[src/rtl/jtag_userop_dispatch_pkg.sv]
// ----------------------------------------------------------------------------
// jtag_user_pkg : opcodes, status layout and state encoding for the dispatcher
// Revision 1.0
// ----------------------------------------------------------------------------
`default_nettype none

package jtag_user_pkg;

  localparam logic [7:0] c_op_nop       = 8'h00;
  localparam logic [7:0] c_op_set_addr  = 8'h01;
  localparam logic [7:0] c_op_write     = 8'h02;
  localparam logic [7:0] c_op_read      = 8'h03;
  localparam logic [7:0] c_op_status    = 8'h04;
  localparam logic [7:0] c_op_clr_err   = 8'h05;
  localparam logic [7:0] c_op_write_inc = 8'h12;
  localparam logic [7:0] c_op_read_inc  = 8'h13;

  localparam int c_stat_busy        = 0;
  localparam int c_stat_err_busy    = 1;
  localparam int c_stat_err_opcode  = 2;
  localparam int c_stat_err_timeout = 3;
  localparam int c_stat_cnt_lsb     = 8;
  localparam int c_stat_addr_lsb    = 16;

  typedef enum logic [0:0] {
    ST_IDLE = 1'b0,
    ST_BUS  = 1'b1
  } state_t;

  function automatic logic is_bus_op(input logic [7:0] op);
    return (op == c_op_write) || (op == c_op_read) ||
           (op == c_op_write_inc) || (op == c_op_read_inc);
  endfunction

  function automatic logic is_write_op(input logic [7:0] op);
    return (op == c_op_write) || (op == c_op_write_inc);
  endfunction

  function automatic logic is_inc_op(input logic [7:0] op);
    return (op == c_op_write_inc) || (op == c_op_read_inc);
  endfunction

  // busy is always 0 here: STATUS only ever executes in IDLE
  function automatic logic [31:0] pack_status(input logic [15:0] addr,
                                              input logic [7:0]  cnt,
                                              input logic        err_timeout,
                                              input logic        err_opcode,
                                              input logic        err_busy);
    logic [31:0] s;
    s = '0;
    s[c_stat_addr_lsb +: 16]   = addr;
    s[c_stat_cnt_lsb +: 8]     = cnt;
    s[c_stat_err_timeout]      = err_timeout;
    s[c_stat_err_opcode]       = err_opcode;
    s[c_stat_err_busy]         = err_busy;
    s[c_stat_busy]             = 1'b0;
    return s;
  endfunction

endpackage

`default_nettype wire

[src/rtl/jtag_userop_dispatch_if.sv]
// ----------------------------------------------------------------------------
// jtag_userop_dispatch_if : req/ack register bus between dispatcher and target
// Revision 1.0
// ----------------------------------------------------------------------------
`default_nettype none

interface jtag_userop_dispatch_if #(
  parameter int ADDR_W = 16,
  parameter int DATA_W = 32
);
  logic              bus_req;
  logic              bus_we;
  logic [ADDR_W-1:0] bus_addr;
  logic [DATA_W-1:0] bus_wdata;
  logic              bus_ack;
  logic [DATA_W-1:0] bus_rdata;

  modport master (
    output bus_req, bus_we, bus_addr, bus_wdata,
    input  bus_ack, bus_rdata
  );

  modport slave (
    input  bus_req, bus_we, bus_addr, bus_wdata,
    output bus_ack, bus_rdata
  );
endinterface

`default_nettype wire

[src/rtl/jtag_userop_dispatch_timeout.sv]
// ----------------------------------------------------------------------------
// jtag_bus_timeout : loadable down-counter flagging a bus ack timeout
// Revision 1.0
// ----------------------------------------------------------------------------
`default_nettype none

module jtag_bus_timeout #(
  parameter int TIMEOUT = 64
) (
  input  wire logic clk,
  input  wire logic rst,
  input  wire logic i_clr,
  input  wire logic i_en,
  output logic      o_expired
);

  localparam logic [15:0] c_load = 16'(TIMEOUT - 1);

  logic [15:0] r_cnt;

  // Loaded with TIMEOUT-1 so that the TIMEOUT-th waiting cycle sees zero
  always_ff @(posedge clk or posedge rst) begin
    if (rst) begin
      r_cnt <= '0;
    end else if (i_clr) begin
      r_cnt <= c_load;
    end else if (i_en && (r_cnt != 16'd0)) begin
      r_cnt <= r_cnt - 16'd1;
    end
  end

  assign o_expired = i_en && (r_cnt == 16'd0);

endmodule

`default_nettype wire

[src/rtl/jtag_userop_dispatch.sv]
// ----------------------------------------------------------------------------
// jtag_userop_dispatch : tck-domain sequencer turning TAP user ops into bus cycles
// Revision 1.0
// ----------------------------------------------------------------------------
`default_nettype none

module jtag_userop_dispatch
  import jtag_user_pkg::*;
#(
  parameter int USERDATA_LEN = 32,
  parameter int USEROP_LEN   = 8,
  parameter int ADDR_W       = 16,
  parameter int TIMEOUT      = 64
) (
  input  wire logic                    tck,
  input  wire logic                    trst,
  input  wire logic [USEROP_LEN-1:0]   userOp,
  input  wire logic                    userOp_ready,
  input  wire logic [USERDATA_LEN-1:0] userData_out,
  output logic      [USERDATA_LEN-1:0] userData_in,
  jtag_userop_dispatch_if.master       bus
);

  state_t                  r_state;
  logic [ADDR_W-1:0]       r_addr;
  logic [7:0]              r_op_cnt;
  logic                    r_err_timeout;
  logic                    r_err_opcode;
  logic                    r_err_busy;
  logic                    r_req;
  logic                    r_we;
  logic                    r_inc;
  logic [ADDR_W-1:0]       r_bus_addr;
  logic [USERDATA_LEN-1:0] r_wdata;
  logic [USERDATA_LEN-1:0] r_udi;

  logic [7:0]  w_op8;
  logic        w_ack;
  logic        w_expired;
  logic        w_bus_start;
  logic [31:0] w_status;

  assign w_op8       = userOp[7:0];
  assign w_ack       = r_req && bus.bus_ack;
  assign w_bus_start = (r_state == ST_IDLE) && userOp_ready && is_bus_op(w_op8);
  assign w_status    = pack_status(16'(r_addr), r_op_cnt + 8'd1,
                                   r_err_timeout, r_err_opcode, r_err_busy);

  generate
    if (USEROP_LEN > 8) begin : g_op_ext
      logic w_unused_op_hi;
      assign w_unused_op_hi = ^userOp[USEROP_LEN-1:8];
    end
  endgenerate

  jtag_bus_timeout #(
    .TIMEOUT (TIMEOUT)
  ) u_timeout (
    .clk       (tck),
    .rst       (trst),
    .i_clr     (w_bus_start),
    .i_en      (r_req && !bus.bus_ack),
    .o_expired (w_expired)
  );

  always_ff @(posedge tck or posedge trst) begin
    if (trst) begin
      r_state       <= ST_IDLE;
      r_addr        <= '0;
      r_op_cnt      <= '0;
      r_err_timeout <= 1'b0;
      r_err_opcode  <= 1'b0;
      r_err_busy    <= 1'b0;
      r_req         <= 1'b0;
      r_we          <= 1'b0;
      r_inc         <= 1'b0;
      r_bus_addr    <= '0;
      r_wdata       <= '0;
      r_udi         <= '0;
    end else begin
      case (r_state)
        ST_IDLE: begin
          if (userOp_ready) begin
            case (w_op8)
              c_op_nop: begin
                r_op_cnt <= r_op_cnt + 8'd1;
              end
              c_op_set_addr: begin
                r_addr   <= userData_out[ADDR_W-1:0];
                r_op_cnt <= r_op_cnt + 8'd1;
              end
              c_op_write, c_op_read, c_op_write_inc, c_op_read_inc: begin
                r_state    <= ST_BUS;
                r_req      <= 1'b1;
                r_we       <= is_write_op(w_op8);
                r_inc      <= is_inc_op(w_op8);
                r_bus_addr <= r_addr;
                r_wdata    <= userData_out;
                r_op_cnt   <= r_op_cnt + 8'd1;
              end
              c_op_status: begin
                r_udi    <= USERDATA_LEN'(w_status);
                r_op_cnt <= r_op_cnt + 8'd1;
              end
              c_op_clr_err: begin
                r_err_timeout <= 1'b0;
                r_err_opcode  <= 1'b0;
                r_err_busy    <= 1'b0;
                r_op_cnt      <= r_op_cnt + 8'd1;
              end
              default: begin
                r_err_opcode <= 1'b1;
              end
            endcase
          end
        end
        ST_BUS: begin
          // A strobe here, even on the ack cycle, is dropped
          if (userOp_ready) begin
            r_err_busy <= 1'b1;
          end
          if (w_ack) begin
            r_req   <= 1'b0;
            r_state <= ST_IDLE;
            if (!r_we) begin
              r_udi <= bus.bus_rdata;
            end
            if (r_inc) begin
              r_addr <= r_addr + ADDR_W'(1);
            end
          end else if (w_expired) begin
            r_req         <= 1'b0;
            r_state       <= ST_IDLE;
            r_err_timeout <= 1'b1;
            if (!r_we) begin
              r_udi <= '1;
            end
          end
        end
        default: begin
          r_state <= ST_IDLE;
          r_req   <= 1'b0;
        end
      endcase
    end
  end

  assign bus.bus_req   = r_req;
  assign bus.bus_we    = r_we;
  assign bus.bus_addr  = r_bus_addr;
  assign bus.bus_wdata = r_wdata;
  assign userData_in   = r_udi;

endmodule

`default_nettype wire
[src/flat_wrapper.sv]
// flat-port wrapper written by rule: the top's interface ports become plain ports
module jtag_userop_dispatch_flat import jtag_user_pkg::*;
#(
  parameter int USERDATA_LEN = 32,
  parameter int USEROP_LEN   = 8,
  parameter int ADDR_W       = 16,
  parameter int TIMEOUT      = 64
)
  (tck, trst, userOp, userOp_ready, userData_out, userData_in, bus_bus_req, bus_bus_we, bus_bus_addr, bus_bus_wdata, bus_bus_ack, bus_bus_rdata);
  jtag_userop_dispatch_if #(.ADDR_W(ADDR_W)) bus_i ();
  input  wire logic tck;
  input  wire logic trst;
  input  wire logic [USEROP_LEN-1:0] userOp;
  input  wire logic userOp_ready;
  input  wire logic [USERDATA_LEN-1:0] userData_out;
  output logic      [USERDATA_LEN-1:0] userData_in;
  output wire logic [$bits(bus_i.bus_req)-1:0] bus_bus_req;
  output wire logic [$bits(bus_i.bus_we)-1:0] bus_bus_we;
  output wire logic [$bits(bus_i.bus_addr)-1:0] bus_bus_addr;
  output wire logic [$bits(bus_i.bus_wdata)-1:0] bus_bus_wdata;
  input wire logic [$bits(bus_i.bus_ack)-1:0] bus_bus_ack;
  input wire logic [$bits(bus_i.bus_rdata)-1:0] bus_bus_rdata;
  assign bus_bus_req = bus_i.bus_req;
  assign bus_bus_we = bus_i.bus_we;
  assign bus_bus_addr = bus_i.bus_addr;
  assign bus_bus_wdata = bus_i.bus_wdata;
  assign bus_i.bus_ack = bus_bus_ack;
  assign bus_i.bus_rdata = bus_bus_rdata;
  jtag_userop_dispatch #(.USERDATA_LEN(USERDATA_LEN), .USEROP_LEN(USEROP_LEN), .ADDR_W(ADDR_W), .TIMEOUT(TIMEOUT)) u_core (.tck(tck), .trst(trst), .userOp(userOp), .userOp_ready(userOp_ready), .userData_out(userData_out), .userData_in(userData_in), .bus(bus_i));
endmodule
[config.mk]
export PLATFORM = sky130hd
export DESIGN_NAME = jtag_userop_dispatch_flat
export DESIGN_NICKNAME = d
export VERILOG_FILES = /design/src/rtl/jtag_userop_dispatch_pkg.sv /design/src/rtl/jtag_userop_dispatch_if.sv /design/src/rtl/jtag_userop_dispatch_timeout.sv /design/src/rtl/jtag_userop_dispatch.sv /design/src/flat_wrapper.sv
export SDC_FILE = /design/constraint.sdc
export NUM_CORES = 1
export LEC_CHECK = 0
export CAP_MARGIN = 10
export CORE_ASPECT_RATIO = 2
export CORE_MARGIN = 1.5
export CORE_UTILIZATION = 45
export DETAILED_ROUTE_END_ITERATION = 10
export GPL_TIMING_DRIVEN = 0
export PLACE_DENSITY = 0.75
export SYNTH_ARGS = -nofsm -noshare
export SYNTH_HDL_FRONTEND = slang
export SYNTH_SLANG_ARGS = --single-unit
[constraint.sdc]
create_clock -name tck -period 9.32 [get_ports tck]
set_input_delay 1.864 -clock tck [delete_from_list [all_inputs] [get_ports tck]]
set_output_delay 1.864 -clock tck [all_outputs]
set_load 0.01 [all_outputs]
==> flow_results.org <==
** Cells and area
- Antenna diode count :: 0
- The finished cells cover about 8400 um^2.
- Fraction of final layout cells sized beyond drive strength 1 :: 8.34%
- Growth of design area from synthesis to finish :: 40.0%
- Once layout is complete, the utilization of the core stands at 64.6%.
- Non-filler cells in the finished layout :: 991
- At the end of the flow, the number of nets in the layout was roughly 900.

** Critical path
- Most used cell, CP :: nand2_1
- Along the worst path, the maximum fanout reaches 10.
- STA puts the critical path data required time at 9.67 ns.
- Cell family contributing the most delay on the critical path :: simple AND/OR/NAND/NOR gates
- The setup path with the least slack is of type input pin to flop.
- Crit path arrival time :: 4.60 ns
- Slowest Stage Delay on Critical Path :: 0.58 ns
- Startpoint kind of the worst setup timing path :: input pin
- Walking the worst path, the cells encountered are clkdlybuf4s50_1, or4_4, nor3b_1, and2_1, buf_2, clkbuf_1, nand2_1, nand2_1.
- The critical path contains buffers and inverters numbering 3 combined.
- The worst setup path is captured at a flop.
- For this design, the slowest cell found on the critical path is or4_4.

** GRT
- For met2 alone, demand over resource in global routing was roughly half.
- Initial antenna violation count :: 0
- Global route total overflow :: 0
- Entering global routing, the biggest net connects 83 pins.
- For met1 alone, demand over resource in global routing was ~29%.
- Global routing usage on met3 :: 4.87%
- The first global-routing pass estimated 29.2 mm of wire.
- Gr busiest metal :: met2
- The via count of the first global-routing pass was 5557.
- All-layer global routing usage :: roughly a quarter

** Hold path
- The tightest min-delay check is of the flop to flop type.

** Timing
- Setup violations remaining at the end of the flow were counted as 0.
- Adding up every negative setup slack in the final design gives 0 ns.
- Clk_skew :: 0.0100 ns
- The total count of hold-check failures in the final report is 0.
- Static timing analysis puts the maximum clock frequency at 0.236 GHz.
- Count of pins over their slew limit :: 0
- In the finished design, the share of the clock period the worst path needs comes to 45.6%.
- Final setup margin :: 5.07 ns
- Period minus WS final :: 4.25 ns
- Setup repair after global routing missed its margin :: no
- For the pin with the worst max-slew slack, the measured transition is 0.772 ns.
- In this run the tightest slew margin relative to its limit is between 40% and 50%.

** Power and ir drop
- The analysis attributes to net switching a power of 0.000814 W.
- Sequential cells burn 36.7% of the power.
- Worst ir drop on vdd :: approximately 0.19 mV
- Clock network fraction of total power :: between 20 and 30%
- The internal portion of the total power is 0.00157 W.
- Static leakage power :: 3.77 nW
- Power spread over the standard cell area amounts to 284 nW/um^2.
- Switching share of power :: 34.2%
- Portion of total power attributed to combinational logic :: 34.7%

** Clocking
- Post-CTS setup-driven buffer insertion count :: 0
- The tree is rooted in a clkbuf_16.
- TritonCTS built the clock tree.
- Clock buffer count from CTS :: 17
- Once the clock tree was built, the resizer swapped 0 gates to a different size.
- Hold-fix buffer count after cts :: 0
- Clock sink count :: roughly 130
- The clock passes through at most 2 buffers.
- Latest clock arrival within the worst-skew pair :: between 0.4 and 0.5 ns
- Number of levels the H-tree was split into :: 4
- CTS clock-pin slew for the worst setup and hold paths :: 0.06 ns

** Route
- Dividing the detail-routed via count by the number of cells gives 5.46.
- After detailed routing, the total wire length is 18.3 mm.
- After detailed routing, the average wire length per cell comes to 18.5 um.
- Once detail routing completed, the nets flagged for antenna violations numbered 0.
- Via count :: between 5k and 6k
- Drt first-iter violations :: ~260
- Number of detailed-routing iterations run before antenna repair :: 5
- DRC violation count after routing :: 0

** Placed design
- Post-detail-place hpwl :: approximately 14 mm
- In this run the cell area measured after placement is 7790 um^2.
- Routability-driven placement finished with a final weighted congestion of 0.901.
- # placed instances :: 960
- Before CTS, the worst setup slack after placement is around 4.7 ns.
- The count of buffers added on input and output ports is 157.

** Floorplanning
- Effective utilization at floorplan :: 46.1%
- Measured along the x axis, the die boundary spans roughly 85 um.
- Placeable Area :: ~13000 um^2
- 158 I/O pins were placed.
- The floorplan has just under 60 rows.
- The floorplan step defined a die boundary enclosing roughly 14000 um^2.
- Die height :: 166 um

** Logic synthesis
- Largest cells by area after synthesis :: dfrtp_1 (53%), nand2_1 (11%), nor2_1 (3.9%)
- The synthesized design spends more area on one cell type than any other, namely dfrtp_1.
- Yosys printed 0 warnings.
- In the synthesized netlist the dominant register cell turns out to be dfrtp_1.
- In this run, synthesis produced a sequential element count of between 100 and 150.
- Each instance of the synthesized netlist takes up on average 9.22 um^2.
- Post-synthesis instance total :: 650
- Yosys mapped a number of flops with a built-in enable equal to 0.
- The netlist uses 45 different library cells.
- Counting every net in the synthesized netlist gives roughly 730.
- Portion of synthesized cell area occupied by the leading cell type :: 53.0%
- Async set or reset register ratio after synthesis :: 100%
- In this run the cell area of the synthesized design comes to between 5000 and 6000 um^2.
- For this run, the register share of the synthesized area comes to a little over half.

** Job
- Reported max-cap violation count :: 0

** Outcome
- The run finished with clean final reports.
## worst reg2reg max path: cells and delay by family (launching register included)
family / cells / cell delay, ns
DFF: 1 / 0.42
buffers and inverters: 1 / 0.22
muxes: 1 / 0.36
AOI/OAI and AO/OA: 1 / 0.42
and+or+nand+nor: 3 / 1.28
## kinds of logic after synthesis
group | Yosys count | share of synthesized area, %
xor+xnor | 26 | 3.80
compound gates | 95 | 9.46
flops | 127 | 53.0
fa+ha+maj | 3 | 0.627
mux | 36 | 6.56
simple gates | 314 | 22.9
buf+inv | 49 | 3.57
## cell type report
| type | instances | area [um^2] |
|---|---|---|
| fill | 1104 | 4600 |
| inverter | 13 | 53.8 |
| tap | 152 | 190 |
| sequential | 127 | 3180 |
| buffer | 36 | 165 |
| clock inverter | 13 | 165 |
| timing repair buffer | 158 | 1600 |
| multi-input combinational | 474 | 2600 |
| clock buffer | 18 | 439 |
## worst paths after layout
kind | cells after the start | startpoint | endpoint | slack, ns
max in group asynchronous | 3 | trst | u_core.u_timeout.r_cnt[10] | 6.71
setup reg to reg | 6 | u_core.u_timeout.r_cnt[13] | u_core.userData_in[18] | 6.50
setup / recovery | 8 | userOp[3] | u_core.bus.bus_addr[0] | 5.07
min in group asynchronous | 2 | trst | u_core.userData_in[12] | 1.84
hold reg to reg | 2 | u_core.bus.bus_wdata[15] | u_core.bus.bus_wdata[15] | 0.48
hold / removal | 2 | u_core.bus.bus_wdata[15] | u_core.bus.bus_wdata[15] | 0.48
## state kept, by name (all words and copies together), names as in the netlist
signal	flops
u_core.bus.bus_req	1
u_core.bus.bus_wdata	32
u_core.r_inc	1
u_core.userData_in	32
u_core.r_op_cnt	8
u_core.r_err_timeout	1
u_core.r_err_opcode	1
u_core.bus.bus_addr	16
u_core.r_state	1
u_core.r_addr	16
u_core.bus.bus_we	1
u_core.u_timeout.r_cnt	16
u_core.r_err_busy	1
## routing by layer
| metal | routed length, um | part of all wire, % |
|---|---|---|
| met4 | 680 | 3.7 |
| met1 | 6480 | 35 |
| met2 | 10300 | 56 |
| met5 | 0 | 0 |
| met3 | 831 | 4.5 |
## cells in the mapped netlist (4+ instances only)
master,number
nand2_1,183
dfrtp_1,127
nor2_1,62
a21oi_1,44
clkbuf_1,23
o21ai_0,21
mux2_2,20
nand3_1,18
xor2_1,14
inv_1,13
mux2i_1,13
o22ai_1,13
xnor2_1,12
nand4_1,10
a2bb2oi_1,9
buf_2,6
nor3_1,6
nand2b_1,5
and3_1,4
buf_1,4
nor4_1,4
## cells in the final DEF (no fill, tap or decap), types with 3 or more instances in the layout
master,synthesis,final
nand3_1,18,18
o22ai_1,13,13
clkinvlp_4,0,4
nand2b_1,5,5
buf_1,4,4
xnor2_1,12,12
dfrtp_1,127,127
clkdlybuf4s50_1,0,157
inv_1,13,12
clkbuf_16,0,17
and3_1,4,4
clkinv_4,0,3
bufinv_16,0,3
nand2_1,183,183
buf_2,6,6
xor2_1,14,14
nor2_1,62,62
nand4_1,10,10
nor3_1,6,6
ha_1,3,3
mux2_2,20,20
clkbuf_1,23,23
nor4_1,4,4
a2bb2oi_1,9,9
a21oi_1,44,44
nor2b_1,3,3
mux2i_1,13,13
o21ai_0,21,21
buf_6,3,3
## power groups by stage
stage / clock [W] / combinational, W / sequential, W
after floorplan: 0 / 0.000422 / 0.000884
after global placement: 0 / 0.000802 / 0.000868
after detailed placement: 0 / 0.000825 / 0.000878
after CTS: 0.000688 / 0.000831 / 0.000871
after global routing: 0.000712 / 0.000897 / 0.000896
final: 0.000680 / 0.000827 / 0.000875
## per-stage QoR
stage,hold slack (ns),power (W)
floorplan,0.446,0.00131
global placement,0.459,0.00167
detailed placement,0.466,0.00170
CTS,0.480,0.00239
global route,0.501,0.00251
finish,0.479,0.00238
Note: power is estimated with default switching activity, not from simulation.
